File: config.mk
export PLATFORM = sky130hd
export DESIGN_NAME = input_debounce4
export DESIGN_NICKNAME = d
export VERILOG_FILES = /design/src/rtl/input_debounce4.sv
export SDC_FILE = /design/constraint.sdc
export NUM_CORES = 1
export LEC_CHECK = 0
export BUFFER_PORTS_ARGS = -buffer_cell sky130_fd_sc_hd__buf_4
export CORE_AREA = 2 2 50 52
export CTS_CLUSTER_DIAMETER = 100
export CTS_CLUSTER_SIZE = 12
export DETAILED_ROUTE_END_ITERATION = 7
export DIE_AREA = 0 0 52 54
export GPL_TIMING_DRIVEN = 0
export PLACE_DENSITY = 0.8
export SKIP_LAST_GASP = 1
export SLEW_MARGIN = 20
export SYNTH_ARGS = -nofsm -noshare
export SYNTH_HDL_FRONTEND = slang
export SYNTH_SLANG_ARGS = --single-unit
export TNS_END_PERCENT = 100
File: constraint.sdc
create_clock -name clk -period 1.8 [get_ports clk]
set_input_delay 0.27 -clock clk [delete_from_list [all_inputs] [get_ports clk]]
set_output_delay 0.27 -clock clk [all_outputs]
set_load 0.02 [all_outputs]
File: src/rtl/input_debounce4.sv
// input_debounce4: four-lane sync + debounce front end with a single-grant
// arbiter so the downstream encoder only ever sees one-hot or all-zero.

// Per-lane synchroniser and debouncer.
module input_debounce4_lane #(
  parameter int DB_CYCLES = 4,
  parameter int CNT_W     = 3
) (
  input  logic clk,
  input  logic rst_n,
  input  logic i_raw,
  output logic o_stable
);

  logic             r_sync1;
  logic             r_sync2;
  logic             r_stable;
  logic [CNT_W-1:0] r_cnt;

  // Two-flop sync, then flip stable only after DB_CYCLES consecutive disagreements.
  always_ff @(posedge clk or negedge rst_n) begin
    if (!rst_n) begin
      r_sync1  <= 1'b0;
      r_sync2  <= 1'b0;
      r_stable <= 1'b0;
      r_cnt    <= '0;
    end else begin
      r_sync1 <= i_raw;
      r_sync2 <= r_sync1;
      if (r_sync2 == r_stable) begin
        r_cnt <= '0;
      end else if (r_cnt == CNT_W'(DB_CYCLES - 1)) begin
        r_stable <= r_sync2;
        r_cnt    <= '0;
      end else begin
        r_cnt <= r_cnt + 1'b1;
      end
    end
  end

  assign o_stable = r_stable;

endmodule

module input_debounce4 #(
  parameter int DB_CYCLES = 4,
  parameter int CNT_W     = 3
) (
  input  logic clk,
  input  logic rst_n,
  input  logic inA,
  input  logic inB,
  input  logic inC,
  input  logic inD,
  output logic outA,
  output logic outB,
  output logic outC,
  output logic outD,
  output logic outValid,
  output logic outPress
);

  localparam int NUM_LANES = 4;

  typedef enum logic {S_IDLE = 1'b0, S_HOLD = 1'b1} state_t;

  // Lane index 0..3 maps to A..D; lower index has higher priority.
  logic [NUM_LANES-1:0] w_raw;
  logic [NUM_LANES-1:0] w_stable;

  assign w_raw = {inD, inC, inB, inA};

  for (genvar g = 0; g < NUM_LANES; g++) begin : g_lane
    input_debounce4_lane #(
      .DB_CYCLES(DB_CYCLES),
      .CNT_W    (CNT_W)
    ) u_lane (
      .clk     (clk),
      .rst_n   (rst_n),
      .i_raw   (w_raw[g]),
      .o_stable(w_stable[g])
    );
  end

  state_t               r_state;
  logic [1:0]           r_grant;
  logic [NUM_LANES-1:0] r_out;
  logic                 r_valid;
  logic                 r_press;

  state_t               w_state_nxt;
  logic [1:0]           w_grant_nxt;
  logic [NUM_LANES-1:0] w_out_nxt;
  logic                 w_valid_nxt;
  logic                 w_press_nxt;

  // State, grant index and registered outputs.
  always_ff @(posedge clk or negedge rst_n) begin
    if (!rst_n) begin
      r_state <= S_IDLE;
      r_grant <= 2'd0;
      r_out   <= '0;
      r_valid <= 1'b0;
      r_press <= 1'b0;
    end else begin
      r_state <= w_state_nxt;
      r_grant <= w_grant_nxt;
      r_out   <= w_out_nxt;
      r_valid <= w_valid_nxt;
      r_press <= w_press_nxt;
    end
  end

  // Next state: grab the highest-priority stable lane from IDLE, hold until it drops.
  always_comb begin
    w_state_nxt = r_state;
    w_grant_nxt = r_grant;
    case (r_state)
      S_IDLE: begin
        if (|w_stable) begin
          w_state_nxt = S_HOLD;
          if (w_stable[0])      w_grant_nxt = 2'd0;
          else if (w_stable[1]) w_grant_nxt = 2'd1;
          else if (w_stable[2]) w_grant_nxt = 2'd2;
          else                  w_grant_nxt = 2'd3;
        end
      end
      S_HOLD: begin
        if (!w_stable[r_grant]) w_state_nxt = S_IDLE;
      end
      default: w_state_nxt = S_IDLE;
    endcase
  end

  // Output decode of the upcoming state; a release always lands in IDLE for a cycle.
  always_comb begin
    w_out_nxt = '0;
    if (w_state_nxt == S_HOLD) w_out_nxt[w_grant_nxt] = 1'b1;
    w_valid_nxt = (w_state_nxt == S_HOLD);
    w_press_nxt = (r_state == S_IDLE) && (w_state_nxt == S_HOLD);
  end

  assign outA     = r_out[0];
  assign outB     = r_out[1];
  assign outC     = r_out[2];
  assign outD     = r_out[3];
  assign outValid = r_valid;
  assign outPress = r_press;

endmodule

== Word-level counts from Yosys, hierarchy flattened ==
Index checks and enable logic that the tools add are counted.
W data, S select, Z words.

* Logic and storage cells: 68
* Output and inout bits: 6
* Bits in registers: 32
* Input bits: 6

* Eq/ne operators: 8
* Magnitude comparators: 3
* Add/subtract/negate cells: 4
* Reductions and logical operators: 7
* Bitwise operators: 5
* Muxes and demuxes: 21

{| class="wikitable"
|+ Operators by type and width
! cell !! count
|-
| $mux W3 || 8
|-
| $add A3 B1 Y3 const B || 4
|-
| $eq A3 B2 Y1 const B || 4
|-
| $mux W2 || 4
|-
| $reduce_and A2 Y1 || 4
|-
| $lt A2 B3 Y1 const B || 2
|-
| $mux W1 || 5
|-
| $not A1 Y1 || 5
|-
| $eq A1 B1 Y1 || 4
|-
| $mux W4 || 1
|-
| $reduce_or A4 Y1 || 1
|-
| $bmux W1 S2 || 1
|-
| $demux W1 S2 || 1
|-
| $ge A2 B1 Y1 const B || 1
|-
| $logic_and A1 B1 Y1 || 2
|-
| $pmux W1 S2 || 1
|}

== Depth between registers and ports, before layout ==
* Depth in word-level cells: 10
* Mapped depth: 4
* Depth with buffers taken out: 4

== Modules after synthesis ==
A second synthesis with hierarchy kept.

* Cell total of the unflattened synthesis: 85
* Area total of the unflattened synthesis: 1231.2 um^2

{| class="wikitable"
|+ By module, submodules not included
! module !! area an instance (um^2) !! cells each !! times used
|-
| input_debounce4_lane || 216.5 || 13 || 4
|-
| input_debounce4 || 365.4 || 33 || 1
|}

== Least setup slack after synthesis ==
Ideal clock, no wire load.

* Path type: register to register
* From: reg g_lane[0].u_lane.r_stable
* To: reg r_out[0]
* Data arrival time: 1.462 ns
* Data required time: 1.646 ns
* Stages on the path, launching flop included: 4
* Setup slack: 0.184 ns
* Period minus slack after synthesis: 1.616 ns
* Cells stage by stage: dfrtp_1 -> or4_1 -> a222oi_1 -> a211oi_1

* Word-level cells in the longest chain between the ends: 8
* Elaborated cells on any way between the ends: 15
* Those cells by class: order compare: 2; mux: 11; reduce/logical: 2

{| class="wikitable"
|+ Ends and longest elaborated chain
! element !! RTL line !! RTL
|-
| from (decl) || 17 || <nowiki>logic r_stable;</nowiki>
|-
| from (signal assigned) || 33 || <nowiki>r_stable <= r_sync2;</nowiki>
|-
| $reduce_or A4 Y1 or $mux W2 (tied branches) || 120, 122 ||
|-
| $mux W2 || 120 || <nowiki>if (|w_stable) begin</nowiki>
|-
| $mux W2 || 118 || <nowiki>case (r_state)</nowiki>
|-
| $lt A2 B3 Y1 (implied by the code) or $ge A2 B1 Y1 (tied branches) || 138 || <nowiki>if (w_state_nxt == S_HOLD) w_out_nxt[w_grant_nxt] = 1'b1;</nowiki>
|-
| $logic_and A1 B1 Y1 (implied by the code) || 138 ||
|-
| $mux W1 (implied by the code) || 138 ||
|-
| $demux W1 S2 || 138 ||
|-
| $mux W4 (*) || 138 ||
|-
| net w_out_nxt[0] || 93 || <nowiki>logic [NUM_LANES-1:0] w_out_nxt;</nowiki>
|-
| to (signal assigned) || 108 || <nowiki>r_out <= w_out_nxt;</nowiki>
|-
| to (decl) || 87 || <nowiki>logic [NUM_LANES-1:0] r_out;</nowiki>
|}

The timed path passes the listed nets; every way through them passes the cells marked *. The select of a mux whose other input is x is not followed.
A chain may end at the register's enable or synchronous reset.

== Worst setup path in the final report ==
* From: reg g_lane[1].u_lane.r_stable
* To: reg r_out[0]

* Word-level cells in the longest chain between the ends: 9
* Elaborated cells on any way between the ends: 16
* Those cells by class: order compare: 2; mux: 12; reduce/logical: 2

{| class="wikitable"
|+ Ends and longest elaborated chain
! element !! RTL line !! RTL
|-
| from (decl) || 17 ||
|-
| from (signal assigned) || 33 ||
|-
| $mux W2 || 123 || <nowiki>else if (w_stable[1]) w_grant_nxt = 2'd1;</nowiki>
|-
| $mux W2 || 122 || <nowiki>if (w_stable[0]) w_grant_nxt = 2'd0;</nowiki>
|-
| $mux W2 || 120 ||
|-
| $mux W2 || 118 ||
|-
| $lt A2 B3 Y1 (implied by the code) or $ge A2 B1 Y1 (tied branches) || 138 ||
|-
| $logic_and A1 B1 Y1 (implied by the code) || 138 ||
|-
| $mux W1 (implied by the code) || 138 ||
|-
| $demux W1 S2 || 138 ||
|-
| $mux W4 (*) || 138 ||
|-
| net w_out_nxt[0] || 93 ||
|}

Marks and branches as above.

==> impl.org <==
** Status
- The flow ran to the end, and the final reports show no timing, DRC or antenna violations.

** Worst setup path
- Counting both buffers and inverters, the worst setup path holds a total of 1.
- Data on the critical path is required at its endpoint by roughly 2.0 ns.
- The setup check on the worst reg-to-reg path leaves a slack of 0.12 ns.
- On the worst path, the slowest cell contributes a delay of 0.55 ns.
- Critical Path Source Type :: flip-flop
- STA classifies the critical path endpoint as a flip-flop.
- The worst register-to-register path has a depth of 4.
- Critical R2R Capture :: r_out[0]$_DFF_PN0_
- Critical path's top delay family :: simple AND/OR/NAND/NOR gates
- Crit path kind :: flip-flop to flip-flop
- Arrival time worst endpoint :: around 1.9 ns
- Reg-to-Reg Start :: g_lane[1].u_lane.o_stable$_DFFE_PN0P_
- Walking the worst path, the cells encountered are or4_1, a222oi_1, buf_4, a211oi_1.
- Among all stages on the critical path, the largest delay is contributed by sky130_fd_sc_hd__or4_1.
- Worst Path Max Fanout :: 7

** Pwr
- Cell Int Power :: about 1.5 mW
- VDD sags by at most 0.897 mV.
- Of the total power, combinational logic draws 0.338.
- Sequential group share of total power :: 0.472
- Power per cell area :: ~1600 nW/um2
- Share of power burned in the clock network :: 0.190
- For this design the total switching power over the nets is about 770 uW.
- Leakage power :: roughly 0.67 nW
- Switching share of power :: 0.336

** Place
- Input and output buffers added on the ports amount to 11.
- Final HPWL DP :: about 1200 um
- Summing all placed instances gives a cell area of about 1300 um2.
- Number of instances in the placed design :: about 130
- GPL Wtd Cong :: roughly 0.85

** Timing
- Sum of negative setup slack :: 0 ns
- Fraction of the cycle the final worst path needs :: 0.935
- Worst setup skew after layout :: approximately 0.0054 ns
- Count of final max-slew check failures :: 0
- Actual slew at the worst max-slew pin :: 0.376 ns
- The worst path needs approximately 1.7 ns of the cycle, external delays included.
- The final hold violation count is 0.
- Setup violations remaining at the end of the flow were counted as 0.
- Derived from the worst setup path, the maximum achievable clock frequency is 594 MHz.
- Setup repair after global routing left no endpoint under its margin.
- The worst pin sits at a relative slew slack of 0.750.
- Across all hold checks on the routed design, the worst slack comes to 0.0496 ns.

** GRT
- Entering global routing, the biggest net connects 33 pins.
- GRT Total Usage :: 0.159
- Total gr overflow :: 0
- The number of antenna violations at the first check in global routing was 0.
- The number of global-route vias before repair is ~700.
- The first global-routing pass estimated around 3000 um of wire.

** Logic synthesis
- The synthesized design contains 0 enable-type register cells.
- Most frequent cell after synthesis :: sky130_fd_sc_hd__dfrtp_1
- After synthesis the cells add up to approximately 1200 um2.
- For this run, the number of Yosys warnings is 0.
- List of most frequent post-synthesis cells :: sky130_fd_sc_hd__dfrtp_1, sky130_fd_sc_hd__nor3b_1, sky130_fd_sc_hd__mux2_1, sky130_fd_sc_hd__nor2b_1
- Part of the Yosys area used for sequential elements :: 0.667
- The netlist uses 22 different library cells.
- After synthesis, the cell types taking the most area are sky130_fd_sc_hd__dfrtp_1, sky130_fd_sc_hd__mux2_1, sky130_fd_sc_hd__nor3b_1, sky130_fd_sc_hd__ha_1, sky130_fd_sc_hd__nor2b_1.
- The largest total area in the synthesized netlist belongs to sky130_fd_sc_hd__dfrtp_1.
- The synthesized design contains 32 register bits.
- Gate Count Post-Synth :: 84
- When the netlist entered floorplanning its net count stood at 94.
- In this run the mean area of a mapped cell was between 10 and 15 um2.
- The most used flip-flop cell after synthesis is sky130_fd_sc_hd__dfrtp_1.
- Of the post-synthesis cell area, the dominant cell type holds 0.667.
- Counting flops with an async set or reset pin after synthesis yields a share of 1.00.

** Clock network
- TritonCTS built the clock tree.
- Clock root buffer :: sky130_fd_sc_hd__clkbuf_4
- CTS sink count :: 32
- Counting along the longest clock path gives a buffer depth of 2.
- Latest clock arrival within the worst-skew pair :: 0.32 ns
- After clock tree synthesis, the clock-pin slew on the worst setup and hold paths is around 0.09 ns.
- Once the clock tree was built, the resizer swapped 0 gates to a different size.
- The number of clock buffers added by TritonCTS is 5.
- The clock tree synthesis step divided the H-tree into 2 levels.

** Floorplanning
- DIE AREA :: 2810 um2
- The floorplan step defined a core boundary enclosing between 2000 and 2500 um2.
- In this run the core area contains 18 standard-cell rows.
- Starting Density :: 0.518
- From left edge to right edge, the die measures around 52 um.
- Die Span Y :: 54 um
- For this design the top-level I/O count stands at 12.

** Route
- Detailed Route WL :: between 1500 and 2000 um
- The pre-antenna-repair detailed-routing pass consisted of 5 iterations.
- Final antenna-violating net count :: 0
- The detailed router placed 701 vias in this run.
- Dividing the detail-routed via count by the number of cells gives around 5.2.
- DR DRC count :: 0
- In the final routed layout, each cell accounts on average for about 13 um.
- Initial drt markers :: 14

** Min path
- Startpoint of the worst hold path :: inB
- In this run the worst hold path is classified as primary input to flip-flop.
- Counting instances, the worst hold path has a depth of 1.
- For hold timing, the worst endpoint is g_lane[1].u_lane.r_sync1$_DFF_PN0_.

** Final layout
- Nets@finish :: ~110
- Leaving out filler cells and counting taps, the final layout contains roughly 130.
- Layout cells sized above 1 :: 0.221
- Layout filler cell count :: between 150 and 200
- Area growth syn-to-layout :: 16.9%
- Once layout is complete, the utilization of the core stands at 0.605.
- The repair_antennas step left the layout with diodes totalling 0.
- Summing all non-filler instances in the final layout gives an area of roughly 1400 um2.

** Run
- Maximum Capacitance Violations :: 0
==> power groups by stage <==
| stage | Sequential, mW | Clock, mW | Combinational, mW |
|---|---|---|---|
| final | 1.09 | 0.439 | 0.779 |
| after global routing | 1.11 | 0.488 | 0.883 |
| after CTS | 1.09 | 0.458 | 0.781 |
| after detailed placement | 1.10 | 0 | 0.743 |
| after global placement | 1.08 | 0 | 0.704 |
| after floorplan | 1.11 | 0 | 0.501 |
==> worst max path at each step <==
stage | slack (ns) | endpoint | start | cells after the start
2_1_floorplan | 0.18 | r_out[0]$_DFF_PN0_ | g_lane[0].u_lane.o_stable$_DFFE_PN0P_ | 3
3_3_place_gp | 0.06 | r_out[3]$_DFF_PN0_ | g_lane[0].u_lane.o_stable$_DFFE_PN0P_ | 3
3_5_place_dp | 0.001 | r_out[0]$_DFF_PN0_ | g_lane[0].u_lane.o_stable$_DFFE_PN0P_ | 3
4_1_cts | 0.18 | r_out[0]$_DFF_PN0_ | g_lane[1].u_lane.o_stable$_DFFE_PN0P_ | 4
5_1_grt | 0.04 | r_out[2]$_DFF_PN0_ | g_lane[1].u_lane.o_stable$_DFFE_PN0P_ | 4
6_report | 0.12 | r_out[0]$_DFF_PN0_ | g_lane[1].u_lane.o_stable$_DFFE_PN0P_ | 4
==> state kept, by name (all words and copies together) (netlist names) <==
signal,count
g_lane.u_lane.r_sync2,4
outValid,1
g_lane.u_lane.r_sync1,4
r_out,4
outPress,1
g_lane.u_lane.o_stable,4
g_lane.u_lane.r_cnt,12
r_grant,2
==> area by class of cell <==
type	instances	area [um2]	area share
multi-input combinational	49	389	0.277
sequential	32	801	0.570
tap	30	37.5	0.0267
inverter	3	11.3	0.00802
timing repair buffer	13	100	0.0713
clock buffer	7	65.1	0.0463
==> placed cells by master, fill, tap and decap left out <==
cell type	n
sky130_fd_sc_hd__a211oi_1	2
sky130_fd_sc_hd__a222oi_1	1
sky130_fd_sc_hd__and2_1	1
sky130_fd_sc_hd__and2_2	1
sky130_fd_sc_hd__and2b_2	1
sky130_fd_sc_hd__buf_4	12
sky130_fd_sc_hd__clkbuf_4	5
sky130_fd_sc_hd__clkbuf_8	2
sky130_fd_sc_hd__dfrtp_1	32
sky130_fd_sc_hd__dlygate4sd3_1	1
sky130_fd_sc_hd__ha_1	4
sky130_fd_sc_hd__inv_1	2
sky130_fd_sc_hd__inv_2	1
sky130_fd_sc_hd__mux2_1	6
sky130_fd_sc_hd__nor2_1	3
sky130_fd_sc_hd__nor2b_1	6
sky130_fd_sc_hd__nor3_1	4
sky130_fd_sc_hd__nor3b_1	7
sky130_fd_sc_hd__nor4_1	2
sky130_fd_sc_hd__o21a_2	1
sky130_fd_sc_hd__o21ai_0	1
sky130_fd_sc_hd__o21ba_1	2
sky130_fd_sc_hd__o21bai_1	1
sky130_fd_sc_hd__o22ai_1	1
sky130_fd_sc_hd__or4_1	1
sky130_fd_sc_hd__xnor2_1	4
==> through the flow <==
stage | setup slack (ns) | power [mW]
after floorplan | 0.184 | 1.61
after global placement | 0.0630 | 1.78
after detailed placement | 0.00128 | 1.84
after CTS | 0.180 | 2.32
after global routing | 0.0433 | 2.48
final | 0.117 | 2.30
==> logic make-up (layout without fill, tap and decap cells) <==
| group | count (synthesis) | in the layout | synth area share |
|---|---|---|---|
| and+or+nand+nor | 26 | 26 | 0.136 |
| buffers and inverters | 3 | 23 | 0.00937 |
| xor gates and xnor gates | 4 | 4 | 0.0292 |
| AOI/OAI and AO/OA | 9 | 9 | 0.0604 |
| adders and majority gates | 4 | 4 | 0.0417 |
| muxes | 6 | 6 | 0.0562 |
| DFF | 32 | 32 | 0.667 |
==> repair_timing <==
action | CTS | global route
hold endpoints to repair | 32 | 0
setup endpoints to repair | 4 | 0
buffers inserted | 1 | 0
hold buffers | 1 | 0
==> worst register-to-register path: stages (launching register included) <==
cell,delay [ns]
sky130_fd_sc_hd__dfrtp_1,0.47
sky130_fd_sc_hd__or4_1,0.55
sky130_fd_sc_hd__a222oi_1,0.29
sky130_fd_sc_hd__buf_4,0.20
sky130_fd_sc_hd__a211oi_1,0.05
==> per-layer routing <==
| layer | wire (um) | track usage | vias to the layer above |
|---|---|---|---|
| li1 | - | - | 334 |
| met1 | 721 | 0.174 | 342 |
| met2 | 849 | 0.255 | 23 |
| met3 | 113 | 0.0833 | 2 |
| met4 | 23 | 0.0746 | 0 |
| met5 | 0 | 0 | - |
(Power assumes the default switching activity.)
